==> src/rtl/dram_arbiter.sv <==
// Two-port round-robin arbiter sharing one 8-lane byte-wide DRAM interface.
// Latches one request per port, issues it, gathers lane completions and returns a single response beat.
module dram_arbiter #(
    parameter int unsigned LANES  = 8,
    parameter int unsigned ADDR_W = 64
) (
    input  logic                               clk,
    input  logic                               reset,
    input  logic [LANES-1:0]                   p0_en,
    input  logic                               p0_rdwr,
    input  logic [LANES-1:0][ADDR_W-1:0]       p0_addr,
    input  logic [LANES-1:0][7:0]              p0_wdata,
    input  logic [LANES-1:0]                   p1_en,
    input  logic                               p1_rdwr,
    input  logic [LANES-1:0][ADDR_W-1:0]       p1_addr,
    input  logic [LANES-1:0][7:0]              p1_wdata,
    output logic [LANES-1:0]                   p0_valid,
    output logic [LANES-1:0][7:0]              p0_data,
    output logic                               p0_overrun,
    output logic [LANES-1:0]                   p1_valid,
    output logic [LANES-1:0][7:0]              p1_data,
    output logic                               p1_overrun,
    output logic [LANES-1:0]                   dram_en,
    output logic                               dram_rdwr,
    output logic [LANES-1:0][ADDR_W-1:0]       dram_addr,
    output logic [LANES-1:0][7:0]              dram_wdata,
    input  logic [LANES-1:0]                   dram_valid,
    input  logic [LANES-1:0][7:0]              dram_data
);
    localparam int unsigned NPORTS = 2;

    typedef enum logic [1:0] {IDLE, ISSUE, WAIT, RESP} state_t;

    state_t                                      state;
    logic [NPORTS-1:0]                           pend;
    logic [NPORTS-1:0]                           overrun;
    logic [NPORTS-1:0][LANES-1:0]                pmask;
    logic [NPORTS-1:0]                           prdwr;
    logic [NPORTS-1:0][LANES-1:0][ADDR_W-1:0]    paddr;
    logic [NPORTS-1:0][LANES-1:0][7:0]           pwdata;
    logic [NPORTS-1:0][LANES-1:0]                resp_valid;
    logic [NPORTS-1:0][LANES-1:0][7:0]           resp_data;

    logic [NPORTS-1:0][LANES-1:0]                req_en;
    logic [NPORTS-1:0]                           req_rdwr;
    logic [NPORTS-1:0][LANES-1:0][ADDR_W-1:0]    req_addr;
    logic [NPORTS-1:0][LANES-1:0][7:0]           req_wdata;

    logic                                        owner;
    logic                                        rr;
    logic                                        grant;
    logic [LANES-1:0]                            done;
    logic [LANES-1:0]                            hit;
    logic [LANES-1:0][7:0]                       cap;

    assign req_en    = {p1_en, p0_en};
    assign req_rdwr  = {p1_rdwr, p0_rdwr};
    assign req_addr  = {p1_addr, p0_addr};
    assign req_wdata = {p1_wdata, p0_wdata};

    assign p0_valid   = resp_valid[0];
    assign p1_valid   = resp_valid[1];
    assign p0_data    = resp_data[0];
    assign p1_data    = resp_data[1];
    assign p0_overrun = overrun[0];
    assign p1_overrun = overrun[1];

    // Grant selection and masked completion lanes for the current owner
    always_comb begin
        grant = pend[1];
        if (pend == 2'b11) begin
            grant = rr;
        end
        hit = dram_valid & pmask[owner];
    end

    always_ff @(posedge clk) begin
        if (reset) begin
            state      <= IDLE;
            pend       <= '0;
            overrun    <= '0;
            pmask      <= '0;
            prdwr      <= '0;
            paddr      <= '0;
            pwdata     <= '0;
            resp_valid <= '0;
            resp_data  <= '0;
            owner      <= 1'b0;
            rr         <= 1'b0;
            done       <= '0;
            cap        <= '0;
            dram_en    <= '0;
            dram_rdwr  <= 1'b1;
            dram_addr  <= '0;
            dram_wdata <= '0;
        end else begin
            // Pending buffers: accept when empty, otherwise drop and flag
            for (int p = 0; p < NPORTS; p++) begin
                if (req_en[p] != '0) begin
                    if (!pend[p]) begin
                        pend[p]   <= 1'b1;
                        pmask[p]  <= req_en[p];
                        prdwr[p]  <= req_rdwr[p];
                        paddr[p]  <= req_addr[p];
                        pwdata[p] <= req_wdata[p];
                    end else begin
                        overrun[p] <= 1'b1;
                    end
                end
            end

            case (state)
                IDLE: begin
                    if (pend != '0) begin
                        owner      <= grant;
                        dram_en    <= pmask[grant];
                        dram_rdwr  <= prdwr[grant];
                        dram_addr  <= paddr[grant];
                        dram_wdata <= pwdata[grant];
                        state      <= ISSUE;
                    end
                end
                ISSUE: begin
                    dram_en <= '0;
                    done    <= '0;
                    state   <= WAIT;
                end
                WAIT: begin
                    for (int i = 0; i < LANES; i++) begin
                        if (hit[i]) begin
                            cap[i] <= dram_data[i];
                        end
                    end
                    done <= done | hit;
                    // Final lane may land this cycle, so merge it straight into the response
                    if ((done | hit) == pmask[owner]) begin
                        pend[owner]       <= 1'b0;
                        resp_valid[owner] <= pmask[owner];
                        for (int i = 0; i < LANES; i++) begin
                            if (pmask[owner][i]) begin
                                resp_data[owner][i] <= hit[i] ? dram_data[i] : cap[i];
                            end
                        end
                        state <= RESP;
                    end
                end
                RESP: begin
                    resp_valid[owner] <= '0;
                    rr                <= ~owner;
                    state             <= IDLE;
                end
                default: state <= IDLE;
            endcase
        end
    end
endmodule

==> config.mk <==
export PLATFORM = sky130hd
export DESIGN_NAME = dram_arbiter
export DESIGN_NICKNAME = d
export VERILOG_FILES = /design/src/rtl/dram_arbiter.sv
export SDC_FILE = /design/constraint.sdc
export NUM_CORES = 2
export LEC_CHECK = 0
export CAP_MARGIN = 5
export CORE_AREA = 2 2 779 781
export CTS_BUF_LIST = sky130_fd_sc_hd__clkbuf_2 sky130_fd_sc_hd__clkbuf_4 sky130_fd_sc_hd__clkbuf_8
export DETAILED_ROUTE_END_ITERATION = 12
export DIE_AREA = 0 0 781 783
export GPL_TIMING_DRIVEN = 0
export PLACE_DENSITY = 0.3
export SYNTH_ARGS = -nofsm -noshare
export SYNTH_HDL_FRONTEND = slang
export SYNTH_SLANG_ARGS = --single-unit
==> constraint.sdc <==
create_clock -name clk -period 3.43 [get_ports clk]
set_input_delay 0.8575 -clock clk [delete_from_list [all_inputs] [get_ports clk]]
set_output_delay 0.8575 -clock clk [all_outputs]
set_load 0.01 [all_outputs]
== Word-level counts from Yosys, hierarchy flattened ==
Index checks and enable logic that the tools add are counted.
Word-level totals
  register bits after elaboration: 1979
  bits in latches: 0
  bits in writable memories: 0
  ROM bits: 0
  input port bits: 1244
  memories kept: 0
Operators by class
  $add $sub $neg: 0
  $mul: 0
  divide/modulo/power cells: 0
  $lt $le $gt $ge: 3
  equal/unequal tests: 7
  shifts and indexed selects: 0
  muxes and demuxes: 91
  bitwise operators: 9
  reduce and logical (&&, ||, !) cells: 17
Operator list (number)
  two-way mux 128 bit: 29
  bitwise mux 128 bit: 8
  two-way mux 512 bit: 2
  demux 64 bit (select 1 bit): 8
  two-way mux 64 bit: 3
  two-way mux 8 bit: 15
  two-way mux 56 bit: 1
  two-way mux 48 bit: 1
  two-way mux 40 bit: 1
  two-way mux 16 bit: 2
  two-way mux 32 bit: 1
  case mux 16 bit (2 select lines): 1
  case mux 8 bit (2 select lines): 2
  two-way mux 24 bit: 1
  AND reduction 2 bit: 9
  bitwise AND 16 bit: 1
  bitwise mux 16 bit: 1
  NOT 16 bit: 1
  nonzero test 8 bit: 2
  bitwise AND 8 bit: 1
  demux 8 bit (select 1 bit): 1
  == test 8 bit: 1
  two-way mux 1 bit: 8
  two-way mux 2 bit: 4
  other kinds (14): 23

== Logic depth before layout (Yosys ltp) ==
  depth in word-level cells: 41
  gate-level depth with buffers: 10

== Worst setup path after synthesis ==
Ideal clock, no wire load.
  path type: input -> register
  start: in p1_en[7]
  end: reg paddr[1000] (netlist bit)
  arrival: 2.400 ns
  data required time: 3.360 ns
  slack: 0.959 ns
  cell stages on the path: 8
  path buffers: 3
  cell sequence: nor4_1 > nand2_1 > nand2b_1 > clkbuf_1 > clkbuf_1 > clkbuf_1 > nand2_1 > a21oi_1
On the way
  longest elaborated chain between the ends: 2
Ends and longest elaborated chain
  from (decl): RTL line 13  | input logic [LANES-1:0] p1_en,
  nonzero test 8 bit: RTL line 99  | if (req_en[p] != '0) begin
  AND reduction 2 bit (no line)
  to (signal, indexed assignment): RTL line 104  | paddr[p] <= req_addr[p];
  to (decl): RTL line 39  | logic [NPORTS-1:0][LANES-1:0][ADDR_W-1:0] paddr;
No other way between the ends.
A chain may end at the register's enable or synchronous reset.

== Worst setup path in the final report ==
  start: reg owner
  end: reg resp_valid (netlist bit p0_valid[7])
On the way
  longest elaborated chain between the ends: 7
  elaborated cells on any way between the ends: 17
Ends and longest elaborated chain
  from (decl): RTL line 49  | logic owner;
  from (signal assigned): RTL line 115  | owner <= grant;
  two-way mux 8 bit (not written as such) (tied with other cells): RTL line 74, 136, 138
  two-way mux 8 bit (not written as such) / logical AND 1 bit (equally long branches)
  bitwise AND 8 bit / two-way mux 8 bit (equally long branches): RTL line 74, 138, 148
  OR 8 bit / demux 8 bit (select 1 bit) (equally long branches): RTL line 136, 138, 148
  == test 8 bit (tied with other cells): RTL line 136  | if ((done | hit) == pmask[owner]) begin
  != test 2 bit (no line) (tied with other cells)
  AND reduction 2 bit (no line) / case mux 16 bit (2 select lines) (equally long branches)
  to (signal, indexed assignment): RTL line 138  | resp_valid[owner] <= pmask[owner];
  to (decl): RTL line 41  | logic [NPORTS-1:0][LANES-1:0] resp_valid;
Several ways; a longest one is shown, not always the timed one. The select of a mux whose other input is x is not followed.

==> impl_metrics.csv <==
group,metric,value,unit
final_layout,fin_area,113000,sq um
routing,ant_nets,0,
place,routabilityCongestion,0.886,
pwr,vdd_ir_drop_max,0.000307,V
global_route,busiest_layer,"met2",
timing,whs,0.250,ns
timing,finalClockSkew,0.0585,ns
floorplan,row_count,286,
cts,numCtsBuffers,406,
status,status,"completed",
yosys,yosys.area.top_type,"dfxtp_1",
setup_path,arrival,4.37,ns
yosys,synthDistinctLibCells,45,
routing,viasPerCell,3.87,
global_route,gr-total-overflow,0,
setup_path,required,4.47,ns
place,dpl_cell_area,104000,sq um
floorplan,num_io_pins,1975,
final_layout,fill_cells,68900,
yosys,synth_area_per_cell,7.99,sq um
yosys,synth_cells,9222,
yosys,synthTopCellsByArea,"dfxtp_1 (54%), nand2_1 (18%), a21oi_1 (8.0%)",
timing,finalCriticalPeriod,3.33,ns
global_route,grt_pass1_vias,77200,
routing,dr.pass1.iters,7,
setup_path,crit_type,"reg2reg",
setup_path,cp-end-kind,"flop",
routing,drc,0,
timing,setup_violations,0,
routing,wire_per_inst,30.0,um
setup_path,crit_fanout,10,
cts,cts_tree,"done",
setup_path,start_kind,"flop",
floorplan,initial_core_util,12.2,%
timing,fin_ws,0.0992,ns
timing,clock.fmax,300,MHz
yosys,syn_nets,10500,
global_route,grt_max_degree,18,
global_route,globalRouteTotalUtil,18.8,%
global_route,grt_util_met2,32.3,%
job,max_cap_violations,0,
routing,drtIter0Drc,5067,
cts,cts.path.max_buffers,4,
yosys,synth_seq_cells,1979,
place,hpwl,505000,um
place,dp_slack,-1.75,ns
routing,routed_wl,603000,um
cts,htree_levels,5,
global_route,grt_use_met3,6.51,%
floorplan,dieArea,612000,sq um
global_route,antenna_found_initial,447,
timing,worst_slew_pin_slew,1.35,ns
pwr,total_power,0.0812,W
final_layout,drive_gt1_share,7.57,%
timing,rsz0062_at_grt,"no",
yosys,synth_top_cell_area_share,53.8,%
yosys,ys_seq_area_share,53.8,%
hold_path,hold_path_class,"in2reg",
cts,cts_sinks,1979,
final_layout,areaGrowthSynthToFinish,53.4,%
timing,tns,0,ns
yosys,yosys_warnings,0,
pwr,cellLeakagePower,39.5,nW
timing,max_slew_margin,9.93,%
floorplan,die_w,781,um
floorplan,core,604000,sq um
timing,min_period_over_period,97.1,%
cts,root_buffer,"clkbuf_8",
global_route,grt_first_pass_wirelength,773000,um
routing,routed-via-count,77800,
timing,final_hold_viol_count,0,
cts,postCtsHoldBufs,0,
cts,clk_pin_slew,0.06,ns
place,io_buffers,1973,
floorplan,die_y,783,um
global_route,global_route.usage.met1,22.5,%
timing,maxSlewViolCount,0,
cts,clk-insertion-delay-late,1.13,ns
pwr,p_per_area,718,nW/um^2
yosys,syn-cell-area,73700,sq um
final_layout,final_nets,12900,
-- metal layers --
layer | up-vias | share of wire, % | routed length (um)
li1 | 35900 | - | -
met4 | 236 | 2.7 | 16200
met1 | 37400 | 41 | 247000
met3 | 1155 | 8.6 | 51700
met5 | - | 0.25 | 1490
met2 | 3009 | 48 | 286000
-- synth_stat cells, drive strengths merged --
| master | n |
|---|---|
| a32o | 8 |
| and3 | 6 |
| and2b | 3 |
| nor2 | 734 |
| o22ai | 1 |
| nor3 | 2 |
| a211oi | 99 |
| a22oi | 1 |
| o21a | 2 |
| or3 | 5 |
| or2 | 14 |
| ha | 4 |
| o311ai | 2 |
| nand2 | 3536 |
| inv | 4 |
| buf | 42 |
| nor2b | 7 |
| clkbuf | 738 |
| nor4 | 11 |
| and2 | 1 |
| o21ai | 4 |
| a22o | 8 |
| nand3 | 4 |
| dfxtp | 1979 |
| a311oi | 576 |
| nand2b | 3 |
| a31oi | 49 |
| o21bai | 1 |
| nor3b | 2 |
| a21oi | 1184 |
| o221a | 1 |
| mux2i | 185 |
| or4b | 1 |
| mux2 | 2 |
| nand4 | 3 |
-- critical path, cell delays in order (launching register included) --
cell and delay [ns]:
dfxtp_1 0.32, buf_6 0.17, buf_12 0.16, mux2i_1 0.30, mux2i_2 0.37, nand4_4 0.37
or3_4 0.48, nor4_4 0.84, a22o_1 0.24
-- cell type report --
cell class                      instances  area (sq um)  area share [%]
Timing Repair Buffer                 2003         20300            17.9
Clock inverter                         56           652           0.577
Antenna cell                          110           275           0.244
Buffer                                777          3120            2.76
Inverter                                4          15.0          0.0133
Multi-Input combinational cell       6459         31100            27.5
Tap cell                             8064         10100            8.93
Sequential cell                      1979         39600            35.1
Clock buffer                          634          7890            6.98
-- worst paths after layout --
path | startpoint | to | slack, ns | depth (start not counted)
setup / recovery | owner | p0_valid[7] | 0.1 | 8
hold / removal | p1_addr[490] | paddr[1002] | 0.25 | 3
setup reg to reg | owner | p0_valid[7] | 0.1 | 8
hold reg to reg | paddr[326] | dram_addr[326] | 0.44 | 2
-- registers in the layout, indices dropped and copies added, names as in the netlist, 16 cells and up --
name / flops
dram_addr: 512
p0_data: 64
paddr: 1024
pmask: 16
cap: 64
pwdata: 128
dram_wdata: 64
p1_data: 64
-- layout by cell type (no fill, tap or decap), types with 144 or more instances in the layout --
cell type and count:
a21oi_1 1183, a311oi_1 576, clkbuf_1 672, clkbuf_4 144, clkbuf_8 501, clkdlybuf4s50_1 1956, dfxtp_1 1977, mux2i_1 182
nand2_1 3535, nor2_1 734
-- where the power goes --
part	total (W)	switching (W)	internal, W
registers	0.0293	0.00274	0.0266
logic	0.0246	0.0157	0.00893
clock network	0.0273	0.0122	0.0150
total	0.0812	0.0306	0.0505
-- stage by stage --
step,util (%),std cells
after global routing,18.7,20000
after detailed placement,17.2,19300
after CTS,18.7,20000
after global placement,17.1,19300
final,18.7,20100
after floorplan,-,9222
-- cells by family (layout without fill, tap and decap cells) --
group | after synthesis | after routing | share of synthesized area (%)
AOI/OAI and AO/OA | 1936 | 1936 | 16.9
adders and majority gates | 4 | 4 | 0.0679
buffers and inverters | 784 | 3474 | 4.11
DFF | 1979 | 1979 | 53.8
muxes | 187 | 187 | 2.56
other | 0 | 110 | 0
and+or+nand+nor | 4332 | 4332 | 22.6
-- what timing repair did --
item / 4_1_cts / 5_1_grt
endpoints found under the setup margin: 1198 / 244
buffers inserted: 2 / 2
endpoints found under the hold margin: 0 / 0
resized for setup: 61 / 32
pin swaps: 1 / 1
Power figures use the tool's default switching activity.
